[src/rtl/reverse_sched_if.sv]
// reverse_sched_if: input stream, output stream and core handshake
// signals of the digit-reverse scheduler, bundled into one interface.
// The master modport is the scheduler's view; the slave modport is the
// view of everything around it (producer, consumer, reverse core).
// The out_pal signal exists only when REVERSE_SCHED_PAL_EN is defined.
interface reverse_sched_if #(
  parameter int WIDTH = 16
);
  logic             in_valid;
  logic             in_ready;
  logic [WIDTH-1:0] in_data;
  logic             core_start;
  logic [WIDTH-1:0] core_x;
  logic             core_done;
  logic [WIDTH-1:0] core_reverse;
  logic             out_valid;
  logic             out_ready;
  logic [WIDTH-1:0] out_x;
  logic [WIDTH-1:0] out_reverse;
`ifdef REVERSE_SCHED_PAL_EN
  logic             out_pal;

  modport master (
    input  in_valid, in_data, core_done, core_reverse, out_ready,
    output in_ready, core_start, core_x, out_valid, out_x, out_reverse, out_pal
  );
  modport slave (
    output in_valid, in_data, core_done, core_reverse, out_ready,
    input  in_ready, core_start, core_x, out_valid, out_x, out_reverse, out_pal
  );
`else
  modport master (
    input  in_valid, in_data, core_done, core_reverse, out_ready,
    output in_ready, core_start, core_x, out_valid, out_x, out_reverse
  );
  modport slave (
    output in_valid, in_data, core_done, core_reverse, out_ready,
    input  in_ready, core_start, core_x, out_valid, out_x, out_reverse
  );
`endif
endinterface

[src/rtl/reverse_sched.sv]
// reverse_sched: front-end scheduler for the digit-reverse core.
// Numbers enter through a small FIFO, one core job runs at a time via a
// start pulse / Done rising edge, and each original/reversed pair is
// presented on the output stream. Results leave in input order.
//
// Handshake rules: a stream transfer happens in a cycle where valid and
// ready are both high at the rising edge; a source that raises valid
// keeps valid and its data stable until that transfer. in_ready is
// !full from registered occupancy, so a full FIFO never accepts a push
// even in a cycle where it pops.
//
// Optional feature macro: REVERSE_SCHED_PAL_EN adds the registered
// out_pal palindrome flag (core_x == core_reverse at capture).
module reverse_sched #(
  parameter int WIDTH = 16,
  parameter int DEPTH = 4
) (
  input  logic                       clk,
  input  logic                       rst_n,
  reverse_sched_if.master            bus,
  output logic [$clog2(DEPTH+1)-1:0] count,
  output logic                       busy,
  output logic [1:0]                 dbg_state_o
);
  localparam int AW = $clog2(DEPTH);
  localparam int CW = $clog2(DEPTH + 1);

  typedef enum logic [1:0] {
    IDLE   = 2'd0,
    LAUNCH = 2'd1,
    WAIT   = 2'd2,
    HOLD   = 2'd3
  } state_t;

  state_t           state_q;
  logic [WIDTH-1:0] mem_q [DEPTH];
  logic [AW-1:0]    wr_ptr_q;
  logic [AW-1:0]    rd_ptr_q;
  logic [CW-1:0]    count_q;
  logic [CW-1:0]    count_d;
  logic             done_q;
  logic             core_start_q;
  logic [WIDTH-1:0] core_x_q;
  logic             out_valid_q;
  logic [WIDTH-1:0] out_x_q;
  logic [WIDTH-1:0] out_rev_q;
`ifdef REVERSE_SCHED_PAL_EN
  logic             out_pal_q;
`endif

  logic full;
  logic empty;
  logic push;
  logic pop;
  logic done_rise;

  assign full      = (count_q == CW'(DEPTH));
  assign empty     = (count_q == '0);
  assign push      = bus.in_valid & ~full;
  // The FSM takes the head only while idle; this is the FIFO's sole pop.
  assign pop       = (state_q == IDLE) & ~empty;
  // A level already high when WAIT is entered is not a rise.
  assign done_rise = bus.core_done & ~done_q;

  // Occupancy next-state: push and pop together leave it unchanged.
  always_comb begin
    count_d = count_q;
    case ({push, pop})
      2'b10:   count_d = count_q + CW'(1);
      2'b01:   count_d = count_q - CW'(1);
      default: count_d = count_q;
    endcase
  end

  // FIFO pointers and occupancy; pointers wrap naturally at DEPTH.
  always_ff @(posedge clk or negedge rst_n) begin
    if (!rst_n) begin
      wr_ptr_q <= '0;
      rd_ptr_q <= '0;
      count_q  <= '0;
    end else begin
      if (push) wr_ptr_q <= wr_ptr_q + AW'(1);
      if (pop)  rd_ptr_q <= rd_ptr_q + AW'(1);
      count_q <= count_d;
    end
  end

  // FIFO storage; contents are don't-care once the pointers reset.
  always_ff @(posedge clk) begin
    if (push) mem_q[wr_ptr_q] <= bus.in_data;
  end

  // Job FSM with registered start pulse, operand and result outputs.
  always_ff @(posedge clk or negedge rst_n) begin
    if (!rst_n) begin
      state_q      <= IDLE;
      done_q       <= 1'b0;
      core_start_q <= 1'b0;
      core_x_q     <= '0;
      out_valid_q  <= 1'b0;
      out_x_q      <= '0;
      out_rev_q    <= '0;
`ifdef REVERSE_SCHED_PAL_EN
      out_pal_q    <= 1'b0;
`endif
    end else begin
      done_q       <= bus.core_done;
      core_start_q <= 1'b0;
      case (state_q)
        IDLE: begin
          if (!empty) begin
            core_x_q     <= mem_q[rd_ptr_q];
            core_start_q <= 1'b1;
            state_q      <= LAUNCH;
          end
        end
        LAUNCH: begin
          state_q <= WAIT;
        end
        WAIT: begin
          if (done_rise) begin
            out_x_q     <= core_x_q;
            out_rev_q   <= bus.core_reverse;
            out_valid_q <= 1'b1;
`ifdef REVERSE_SCHED_PAL_EN
            out_pal_q   <= (core_x_q == bus.core_reverse);
`endif
            state_q     <= HOLD;
          end
        end
        HOLD: begin
          if (bus.out_ready) begin
            out_valid_q <= 1'b0;
            state_q     <= IDLE;
          end
        end
        default: state_q <= IDLE;
      endcase
    end
  end

  assign bus.in_ready    = ~full;
  assign bus.core_start  = core_start_q;
  assign bus.core_x      = core_x_q;
  assign bus.out_valid   = out_valid_q;
  assign bus.out_x       = out_x_q;
  assign bus.out_reverse = out_rev_q;
`ifdef REVERSE_SCHED_PAL_EN
  assign bus.out_pal     = out_pal_q;
`endif
  assign count           = count_q;
  assign busy            = (state_q != IDLE);
  assign dbg_state_o     = state_q;
endmodule

[src/flat_wrapper.sv]
// flat-port wrapper written by rule: the top's interface ports become plain ports
module reverse_sched_flat 
#(
  parameter int WIDTH = 16,
  parameter int DEPTH = 4
)
  (clk, rst_n, count, busy, dbg_state_o, bus_in_valid, bus_in_data, bus_core_done, bus_core_reverse, bus_out_ready, bus_in_ready, bus_core_start, bus_core_x, bus_out_valid, bus_out_x, bus_out_reverse);
  reverse_sched_if #(.WIDTH(WIDTH)) bus_i ();
  input  logic clk;
  input  logic rst_n;
  output logic [$clog2(DEPTH+1)-1:0] count;
  output logic busy;
  output logic [1:0] dbg_state_o;
  input wire logic [$bits(bus_i.in_valid)-1:0] bus_in_valid;
  input wire logic [$bits(bus_i.in_data)-1:0] bus_in_data;
  input wire logic [$bits(bus_i.core_done)-1:0] bus_core_done;
  input wire logic [$bits(bus_i.core_reverse)-1:0] bus_core_reverse;
  input wire logic [$bits(bus_i.out_ready)-1:0] bus_out_ready;
  output wire logic [$bits(bus_i.in_ready)-1:0] bus_in_ready;
  output wire logic [$bits(bus_i.core_start)-1:0] bus_core_start;
  output wire logic [$bits(bus_i.core_x)-1:0] bus_core_x;
  output wire logic [$bits(bus_i.out_valid)-1:0] bus_out_valid;
  output wire logic [$bits(bus_i.out_x)-1:0] bus_out_x;
  output wire logic [$bits(bus_i.out_reverse)-1:0] bus_out_reverse;
  assign bus_i.in_valid = bus_in_valid;
  assign bus_i.in_data = bus_in_data;
  assign bus_i.core_done = bus_core_done;
  assign bus_i.core_reverse = bus_core_reverse;
  assign bus_i.out_ready = bus_out_ready;
  assign bus_in_ready = bus_i.in_ready;
  assign bus_core_start = bus_i.core_start;
  assign bus_core_x = bus_i.core_x;
  assign bus_out_valid = bus_i.out_valid;
  assign bus_out_x = bus_i.out_x;
  assign bus_out_reverse = bus_i.out_reverse;
  reverse_sched #(.WIDTH(WIDTH), .DEPTH(DEPTH)) u_core (.clk(clk), .rst_n(rst_n), .bus(bus_i), .count(count), .busy(busy), .dbg_state_o(dbg_state_o));
endmodule
[config.mk]
export PLATFORM = sky130hd
export DESIGN_NAME = reverse_sched_flat
export DESIGN_NICKNAME = d
export VERILOG_FILES = /design/src/rtl/reverse_sched_if.sv /design/src/rtl/reverse_sched.sv /design/src/flat_wrapper.sv
export SDC_FILE = /design/constraint.sdc
export NUM_CORES = 1
export LEC_CHECK = 0
export CELL_PAD_IN_SITES_DETAIL_PLACEMENT = 0
export CELL_PAD_IN_SITES_GLOBAL_PLACEMENT = 2
export CORE_ASPECT_RATIO = 0.8
export CORE_MARGIN = 3
export CORE_UTILIZATION = 45
export CTS_CLUSTER_DIAMETER = 200
export CTS_CLUSTER_SIZE = 14
export DETAILED_ROUTE_END_ITERATION = 12
export DONT_BUFFER_PORTS = 1
export PLACE_DENSITY_LB_ADDON = 0.1
export SYNTH_ARGS = -nofsm -noshare
export SYNTH_HDL_FRONTEND = slang
export SYNTH_SLANG_ARGS = --single-unit
[constraint.sdc]
create_clock -name clk -period 2.7 [get_ports clk]
set_input_delay 0.405 -clock clk [delete_from_list [all_inputs] [get_ports clk]]
set_output_delay 0.405 -clock clk [all_outputs]
set_load 0.01 [all_outputs]
==> results.ini <==
[synth]
syn_inst=278
synth_edf_count=64
synth_most_common_cell=edfxtp_1
syn_nets=324
yosys.area.top_type_share=0.403
yosysSeqAreaShare=0.718
async_flop_share=0.484
synth_top_area_cell=edfxtp_1
yosys_warnings=0
netlist_area_mm2=0.00477
synth_flop_cell=edfxtp_1
synth_cell_types=29
avgSynthCellArea_um2=17.1
synth.area.top_cells=edfxtp_1 (40%), dfrtp_1 (31%), mux2_2 (7.8%), mux4_2 (7.6%), nand2_1 (3.9%)
synth_seq_cells=124
synth_commonest_cells=edfxtp_1 (64), dfrtp_1 (60), nand2_1 (50), mux2_2 (33), mux4_2 (16)

[route]
dr.pass1.iters=4
drtIter0Drc=121
avgRoutedWirePerCell_um=18.6
wirelength_um=8280
num_vias=2252
ant_nets=0
drcViolationCount=0
via_per_inst=5.06

[min_path]
worstHoldEndpoint=u_core.done_q$_DFF_PN0_
hold_depth=0
hp-class=in -> reg
hold_start=bus_core_done

[pwr]
power.leakage_uw=0.00224
powerDensity_mw_per_mm2=1280
ir_drop_mv=0.588
power_uw=7100

[worst_setup_path]
critPathMaxStageDelay_ns=0.51
required_ns=3.02
worst-path-buf-inv=2
r2r-start=u_core.count[2]$_DFFE_PN0P_
worst-path-max-fanout=6
rrSetupSlack_ns=0.38
end_kind=register
crit_family=simple AND/OR/NAND/NOR gates
path_cells=or3b_4, and2_4, inv_1, ha_1, inv_1, fa_1, xor2_1, nor2_1, xor2_1
criticalPathCategory=reg -> reg
worst_setup_path_start_kind=register
cp.arrival_ns=2.64
timing.rr.end=u_core.count[2]$_DFFE_PN0P_
cpMaxStageDelayCell=dfrtp_1
rr_worst_depth=9

[clock_tree]
path_clk_slew_ns=0.05
clock_path_buffers=2
hold_buffers=2
cts_sinks=124
cts_tree=yes
cts_buffers=17
cts_resized=0
htree_levels=4
insertion_delay_ns=0.40
clock-root-buffer=clkbuf_16
cts_setup_buffers=0

[timing]
period_share=0.859
relSlewSlack=0.438
setup_viol=0
min_period_ns=2.32
finalMaxSlewViolations=0
hold_violations=0
max_freq_mhz=431
rsz0062_at_grt=no
worstMarginPinSlew_ns=0.843
fin_skew_ns=0.0124
tns_ns=0

[finish]
fill_cells=767
antenna_cells=0
area_delta_synth_final_pct=16.5
final_layout_size_suffix_gt1_frac=0.298
nets=342

[die]
io_pins=94
dieArea_mm2=0.0119
die_w_um=121
core_mm2=0.00997
fp-row-count=32
die_h_um=98.1
start_util=0.478

[global_routing]
grt_antenna_before_repair=0
grt_max_degree=61
grt_first_pass_wirelength_um=12800
grt_pass1_vias=2346
grt.overflow.total=0
grt_usage=0.146

[placement]
dp_hpwl_um=5410
place.port_buffers=0
globalplace.congestion=0.671

[flow_run]
drv_cap=0

[run_status]
outcome=complete, no violations

==> worst register-to-register path, stage by stage (launching register included) <==
cell and delay [ns]:
dfrtp_1 0.51, or3b_4 0.49, and2_4 0.20, inv_1 0.06, ha_1 0.16, inv_1 0.06, fa_1 0.37, xor2_1 0.15
nor2_1 0.11, xor2_1 0.15
==> cells in the final DEF (no fill, tap or decap), types with 2 or more instances in the layout <==
cell / netlist / layout
o21ai_0: 2 / 2
clkinv_2: 0 / 3
mux2_2: 33 / 33
dfrtp_1: 60 / 60
edfxtp_1: 64 / 64
nand2_1: 50 / 50
inv_1: 11 / 11
clkbuf_1: 1 / 2
buf_4: 2 / 6
xnor2_1: 4 / 4
clkinv_1: 0 / 3
bufinv_16: 0 / 3
clkinvlp_4: 0 / 2
ha_1: 8 / 8
and3_2: 4 / 4
clkbuf_16: 0 / 17
xor2_1: 2 / 2
mux4_2: 16 / 16
==> cells by family (layout without fill, tap and decap cells) <==
| kind of cell | after synthesis | in the layout | synth area share |
|---|---|---|---|
| buffers and inverters | 21 | 52 | 0.0197 |
| xor gates and xnor gates | 6 | 6 | 0.0110 |
| adders and majority gates | 9 | 9 | 0.0252 |
| AOI/OAI and AO/OA | 7 | 7 | 0.0134 |
| DFF | 124 | 124 | 0.718 |
| and+or+nand+nor | 61 | 61 | 0.0559 |
| muxes | 50 | 50 | 0.157 |
==> metrics by stage <==
step	hold slack, ns	setup WS [ns]	instances	utilization	instance area, um^2
3_3_place_gp	0.111	0.404	411	0.495	4930
2_1_floorplan	0.109	0.305	278	-	4770
4_1_cts	0.00727	0.369	445	0.557	5550
5_1_grt	0.00884	0.281	445	0.557	5550
6_report	0.0333	0.381	445	0.557	5550
3_5_place_dp	0.111	0.380	411	0.495	4930
==> worst max path at each step <==
| stage | startpoint | end | slack, ns | cells past startpoint |
|---|---|---|---|---|
| floorplan | u_core.dbg_state_o[0]$_DFFE_PN0P_ | u_core.count[2]$_DFFE_PN0P_ | 0.30 | 11 |
| global placement | u_core.count[2]$_DFFE_PN0P_ | u_core.count[2]$_DFFE_PN0P_ | 0.40 | 9 |
| detailed placement | u_core.count[2]$_DFFE_PN0P_ | u_core.count[2]$_DFFE_PN0P_ | 0.38 | 9 |
| CTS | u_core.count[2]$_DFFE_PN0P_ | u_core.count[2]$_DFFE_PN0P_ | 0.37 | 9 |
| global route | u_core.count[2]$_DFFE_PN0P_ | u_core.count[2]$_DFFE_PN0P_ | 0.28 | 9 |
| finish | u_core.count[2]$_DFFE_PN0P_ | u_core.count[2]$_DFFE_PN0P_ | 0.38 | 9 |
==> layout make-up <==
cell class	instances	area, um^2	area share
clock buffers	19	433	0.0780
clock inverters	13	149	0.0268
inverters	12	45.0	0.00811
multi-input cells	133	1250	0.225
flip-flops and latches	124	3420	0.616
well taps	136	170	0.0306
repair buffers	8	82.6	0.0149
==> flip-flops by register name, indices dropped and copies added (netlist names) <==
| register | count |
|---|---|
| u_core.bus.core_start | 1 |
| u_core.done_q | 1 |
| u_core.mem_q | 64 |
| u_core.rd_ptr_q | 2 |
| u_core.bus.core_x | 16 |
| u_core.wr_ptr_q | 2 |
| u_core.bus.out_reverse | 16 |
| u_core.dbg_state_o | 2 |
| u_core.count | 3 |
| u_core.bus.out_valid | 1 |
| u_core.bus.out_x | 16 |
==> per-layer routing <==
layer / part of all wire / routed length, um / up-vias / GRT usage
met5: 0 / 0 / - / 0
met4: 0.0087 / 72 / 0 / 0.0549
met3: 0.10 / 827 / 5 / 0.0706
met2: 0.43 / 3550 / 86 / 0.211
met1: 0.46 / 3830 / 1124 / 0.191
li1: - / - / 1037 / -
==> report_power, final <==
part | internal (uW) | switching, uW
Sequential | 2650 | 640
Clock | 1440 | 763
Combinational | 805 | 800
Power figures use the tool's default switching activity.
